===== config.mk =====
export PLATFORM = sky130hd
export DESIGN_NAME = kamikaze_execute_pipe
export DESIGN_NICKNAME = d
export VERILOG_FILES = /design/src/rtl/kamikaze_execute_pipe.sv
export SDC_FILE = /design/constraint.sdc
export NUM_CORES = 1
export LEC_CHECK = 0
export CAP_MARGIN = 20
export CORE_MARGIN = 4
export CORE_UTILIZATION = 45
export DETAILED_ROUTE_END_ITERATION = 6
export GPL_TIMING_DRIVEN = 0
export PLACE_DENSITY = 0.69
export SLEW_MARGIN = 20
export SYNTH_ARGS = -nofsm -noshare
export SYNTH_HDL_FRONTEND = slang
export SYNTH_SLANG_ARGS = --single-unit

===== constraint.sdc =====
create_clock -name clk_i -period 5.2 [get_ports clk_i]
set_input_delay 0.78 -clock clk_i [delete_from_list [all_inputs] [get_ports clk_i]]
set_output_delay 0.78 -clock clk_i [all_outputs]
set_load 0.02 [all_outputs]

===== src/rtl/kamikaze_execute_pipe.sv =====
// Registered RV32I execute stage. It has valid/ready handshakes on both sides and a flush input.
// Shifts use either a single-cycle barrel shifter or an iterative 1-bit/cycle shifter.
module kamikaze_execute_pipe #(
  parameter int XLEN         = 32,
  parameter bit SHIFT_SERIAL = 1'b0,
  parameter int PC_W         = 32
) (
  input  logic            clk_i,
  input  logic            rst_i,
  input  logic            flush_i,
  input  logic            valid_i,
  output logic            ready_o,
  input  logic [XLEN-1:0] alu_op1_i,
  input  logic [XLEN-1:0] alu_op2_i,
  input  logic [3:0]      alu_func_i,
  input  logic [4:0]      rf_rd_i,
  input  logic            rf_rd_we_i,
  input  logic [PC_W-1:0] pc_i,
  output logic            valid_o,
  input  logic            ready_i,
  output logic [XLEN-1:0] result_o,
  output logic [4:0]      rf_rd_o,
  output logic            rf_rd_we_o,
  output logic [PC_W-1:0] pc_o
);
  localparam int SH_W = $clog2(XLEN);

  localparam logic [3:0] F_ADD  = 4'b0000;
  localparam logic [3:0] F_SUB  = 4'b1000;
  localparam logic [3:0] F_SLL  = 4'b0001;
  localparam logic [3:0] F_SLT  = 4'b0010;
  localparam logic [3:0] F_SLTU = 4'b0011;
  localparam logic [3:0] F_XOR  = 4'b0100;
  localparam logic [3:0] F_SRL  = 4'b0101;
  localparam logic [3:0] F_SRA  = 4'b1101;
  localparam logic [3:0] F_OR   = 4'b0110;
  localparam logic [3:0] F_AND  = 4'b0111;

  typedef enum logic [1:0] {S_EMPTY, S_SHIFT, S_FULL} state_t;

  state_t            state_q, state_d;
  logic [XLEN-1:0]   result_q, result_d;
  logic [XLEN-1:0]   shreg_q, shreg_d;
  logic [SH_W-1:0]   cnt_q, cnt_d;
  logic              sh_right_q, sh_right_d;
  logic              sh_arith_q, sh_arith_d;
  logic [4:0]        rd_q, rd_d;
  logic              rd_we_q, rd_we_d;
  logic [PC_W-1:0]   pc_q, pc_d;

  logic [SH_W-1:0]   shamt;
  logic              is_shift;
  logic              accept;
  logic [XLEN-1:0]   alu_res;
  logic [XLEN-1:0]   shift_step;

  assign shamt    = alu_op2_i[SH_W-1:0];
  assign is_shift = (alu_func_i == F_SLL) || (alu_func_i == F_SRL) || (alu_func_i == F_SRA);
  assign ready_o  = (state_q == S_EMPTY) || ((state_q == S_FULL) && ready_i);
  assign accept   = valid_i && ready_o && !flush_i;

  // With the serial shifter the barrel path is only reached for shamt==0, so it reduces to op1.
  always_comb begin
    alu_res = '0;
    case (alu_func_i)
      F_ADD:  alu_res = alu_op1_i + alu_op2_i;
      F_SUB:  alu_res = alu_op1_i - alu_op2_i;
      F_SLL:  alu_res = SHIFT_SERIAL ? alu_op1_i : (alu_op1_i << shamt);
      F_SLT:  alu_res = {{(XLEN-1){1'b0}}, ($signed(alu_op1_i) < $signed(alu_op2_i))};
      F_SLTU: alu_res = {{(XLEN-1){1'b0}}, (alu_op1_i < alu_op2_i)};
      F_XOR:  alu_res = alu_op1_i ^ alu_op2_i;
      F_SRL:  alu_res = SHIFT_SERIAL ? alu_op1_i : (alu_op1_i >> shamt);
      F_SRA:  alu_res = SHIFT_SERIAL ? alu_op1_i : $unsigned($signed(alu_op1_i) >>> shamt);
      F_OR:   alu_res = alu_op1_i | alu_op2_i;
      F_AND:  alu_res = alu_op1_i & alu_op2_i;
      default: alu_res = '0;
    endcase
  end

  always_comb begin
    shift_step = '0;
    if (sh_right_q) shift_step = {sh_arith_q & shreg_q[XLEN-1], shreg_q[XLEN-1:1]};
    else            shift_step = {shreg_q[XLEN-2:0], 1'b0};
  end

  always_comb begin
    state_d    = state_q;
    result_d   = result_q;
    shreg_d    = shreg_q;
    cnt_d      = cnt_q;
    sh_right_d = sh_right_q;
    sh_arith_d = sh_arith_q;
    rd_d       = rd_q;
    rd_we_d    = rd_we_q;
    pc_d       = pc_q;

    case (state_q)
      S_SHIFT: begin
        shreg_d = shift_step;
        cnt_d   = cnt_q - SH_W'(1);
        if (cnt_q == SH_W'(1)) begin
          state_d  = S_FULL;
          result_d = shift_step;
        end
      end
      S_FULL: if (ready_i) state_d = S_EMPTY;
      default: ;
    endcase

    if (accept) begin
      rd_d    = rf_rd_i;
      rd_we_d = rf_rd_we_i && (rf_rd_i != 5'd0);
      pc_d    = pc_i;
      if (SHIFT_SERIAL && is_shift && (shamt != '0)) begin
        state_d    = S_SHIFT;
        shreg_d    = alu_op1_i;
        cnt_d      = shamt;
        sh_right_d = alu_func_i[2];
        sh_arith_d = alu_func_i[3];
      end else begin
        state_d  = S_FULL;
        result_d = alu_res;
      end
    end

    if (flush_i) begin
      state_d = S_EMPTY;
      rd_we_d = 1'b0;
    end
  end

  always_ff @(posedge clk_i) begin
    if (rst_i) begin
      state_q    <= S_EMPTY;
      result_q   <= '0;
      shreg_q    <= '0;
      cnt_q      <= '0;
      sh_right_q <= 1'b0;
      sh_arith_q <= 1'b0;
      rd_q       <= '0;
      rd_we_q    <= 1'b0;
      pc_q       <= '0;
    end else begin
      state_q    <= state_d;
      result_q   <= result_d;
      shreg_q    <= shreg_d;
      cnt_q      <= cnt_d;
      sh_right_q <= sh_right_d;
      sh_arith_q <= sh_arith_d;
      rd_q       <= rd_d;
      rd_we_q    <= rd_we_d;
      pc_q       <= pc_d;
    end
  end

  assign valid_o    = (state_q == S_FULL);
  assign result_o   = result_q;
  assign rf_rd_o    = rd_q;
  assign rf_rd_we_o = rd_we_q;
  assign pc_o       = pc_q;

endmodule


==> results.json <==
{
  "outcome": "complete, but fails checks",
  "violations": "DRC",
  "cts_max_level": 3,
  "nNetsFinal": 1947,
  "port_buffers": 180,
  "synth_area_per_cell_um2": 7.300,
  "path_cells": "clkdlybuf4s50_1 > clkbuf_2 > clkinv_1 > buf_2 > clkbuf_2 > ha_1 > nor2_1 > o211ai_1 > and4b_1 > nor4_2 > o2111ai_1 > nand2_1 > o41a_1 > a21oi_1 > o31a_1",
  "overflow": 0,
  "dr.pass1.iters": 7,
  "final_layout_size_suffix_gt1_frac": 0.07476,
  "grt_usage": 0.4049,
  "max_cap_viol_count": 0,
  "synthTopCellsByArea": "dfxtp_1 (13%), ha_1 (11%), mux4_2 (9.2%)",
  "synth-edff-count": 0,
  "worst-setup-path-type": "primary input to register",
  "crit_family": "buffers and inverters",
  "path_common_cell": "clkbuf_2",
  "area_delta_synth_final_pct": 22.66,
  "worst_pin_slew_ps": 1154,
  "slowest_delay_ps": 690,
  "fin_skew_ps": 8.145,
  "cts.clk_slew.worst_paths_ps": 70,
  "ios": 183,
  "period_needed_ps": 5156,
  "yosys.area.top_type": "dfxtp_1",
  "ys_seq_area_frac": 0.1259,
  "cts_sinks": 71,
  "drv_slew": 0,
  "ant_nets": 0,
  "antenna_found_initial": 1,
  "slew-limit-headroom": 0.2240,
  "synth_area_mm2": 0.01129,
  "rsz0062_at_grt": "false",
  "yosys.cell_count.top_type": "nand2_1",
  "post-dp-hpwl_mm": 47.24,
  "routed_via_density": 6.964,
  "drt-wirelength-per-cell_um": 28.79,
  "die_h_um": 166.4,
  "power.share.sequential": 0.228,
  "yosysWarnings": 0,
  "synth_cells": 1546,
  "synth_seq_cells": 71,
  "synth_commonest_cells": "nand2_1 (191), nor2_1 (166), a21oi_1 (163)",
  "p_int_mw": 1.423,
  "swShare": 0.4396,
  "cp.required_ps": 5450,
  "post-route-period-util": 0.9916,
  "hold_viol": 0,
  "pre_cts_ws_ps": -784.5,
  "clock.fmax_ghz": 0.1939,
  "clk_latency_ps": 360,
  "synth_top_area_frac": 0.1259,
  "p_leak_nw": 5.391,
  "p_clk_frac": 0.267,
  "p_total_mw": 2.540,
  "hp-class": "register to register",
  "cp_max_fo": 11,
  "setup_violations": 0,
  "worst_slack_ps": 43.73,
  "cts_setup_buffers": 0,
  "grt_max_degree": 21,
  "hold_buffers": 0,
  "combPwrFrac": 0.505,
  "start_kind": "primary input",
  "p_sw_mw": 1.117,
  "clk_path_buf_depth": 2,
  "vdd_drop_max_v": 0.0002135,
  "synthArstFlopShare": 0,
  "ys_types": 87,
  "drt_iter0_drc": 2155,
  "drt-total-wl_mm": 59.41,
  "vias": 14374,
  "cts_tree": "done",
  "cp.arrival_ps": 5410,
  "die-area_mm2": 0.02768,
  "die_w_um": 166.4,
  "critPathCaptureType": "register",
  "place_congestion": 1.089,
  "power.density_mw_per_mm2": 183.5,
  "cts-root-buf": "clkbuf_16",
  "start_util": 0.4614,
  "numCtsBuffers": 9,
  "worst-path-buf-inv": 5,
  "design.core.area_mm2": 0.02446,
  "syn-num-nets": 1759,
  "tns_ps": 0,
  "detail_route.drc_violations": 2,
  "synthFlopType": "dfxtp_1",
  "critPathSlowestCell": "clkdlybuf4s50_1",
  "grt_pass1_vias": 13411,
  "grt_pass1_wl_mm": 86.19,
  "rows": 57
}
## power by group through the flow
stage               clock (mW)  sequential (mW)  combinational [mW]
detailed placement           0            0.591                1.22
floorplan                    0            0.615               0.711
global placement             0            0.590                1.21
global route             0.691            0.581                1.34
finish                   0.677            0.579                1.28
CTS                      0.674            0.579                1.22
## sequential cells by signal (all words and copies together), names as in the netlist
signal and cells:
rf_rd_we_o 1, state_q 1, result_o 32, pc_o 32
rf_rd_o 5
## path summary, 6_finish.rpt
| path | start | endpoint | slack (ps) | cells after the start |
|---|---|---|---|---|
| max | alu_op2_i[3] | result_o[0] | 40 | 15 |
| min | rf_rd_o[3] | rf_rd_o[3] | 450 | 2 |
| max reg2reg | state_q[1] | result_o[7] | 2100 | 7 |
| min reg2reg | rf_rd_o[3] | rf_rd_o[3] | 450 | 2 |
## worst min-delay path: stages, from the launching register on
cell,delay [ps]
dfxtp_1,300
nand2_1,50
a21oi_1,50
## logic make-up after synthesis
family / synth area share
AOI/OAI and AO/OA: 0.3099
DFF: 0.1259
and+or+nand+nor: 0.2035
xor gates and xnor gates: 0.01164
muxes: 0.1498
buffers and inverters: 0.08481
adders and majority gates: 0.1144
## what timing repair did
| action | 4_1_cts | 5_1_grt |
|---|---|---|
| endpoints found under the hold margin | 0 | 0 |
| resized for setup | 6 | 5 |
| setup endpoints to repair | 14 | 6 |
## per-stage QoR
step / area (um2) / hold slack, ps / std cells / utilization
6_report: 13840 / 453.1 / 2064 / 0.5659
5_1_grt: 13840 / 469.8 / 2063 / 0.5658
4_1_cts: 13820 / 455.7 / 2065 / 0.5650
3_5_place_dp: 13500 / 446.4 / 2050 / 0.5518
3_3_place_gp: 13490 / 440.3 / 2050 / 0.5516
2_1_floorplan: 11290 / 530.2 / 1546 / -
## layer usage
metal	GRT usage	part of all wire	up-vias
met5	0.01043	0	-
met4	0.1836	0.060	0
met3	0.1300	0.15	248
met2	0.5867	0.40	1306
met1	0.5482	0.39	6701
li1	-	-	6119
## cell type report
type,count,area (um2)
antenna,1,2.502
clock buffer,9,225.2
tap,324,405.4
multi-input combinational,1248,8946
buffer,123,573.1
inverter,101,380.4
fill,2371,10620
timing repair buffer,180,1804
clock inverter,7,85.08
sequential,71,1421
## cells in the final DEF, fill, tap and decap left out, types with 12 or more instances in the layout
cell and n:
buf_1 17, mux4_2 46, a31oi_1 13, nor2_1 166, clkdlybuf4s50_1 179, nor2b_1 14
nor3_1 48, ha_1 100, dfxtp_1 71, o21bai_1 14, a21oi_1 163, nand3_1 22
a221oi_1 19, o21ai_0 82, a21o_1 12, mux2i_1 28, clkbuf_1 69, a211oi_1 33
o211ai_1 23, o21a_1 13, or3_1 15, buf_2 23, nand2_1 191, inv_1 99
Power figures use the tool's default switching activity.
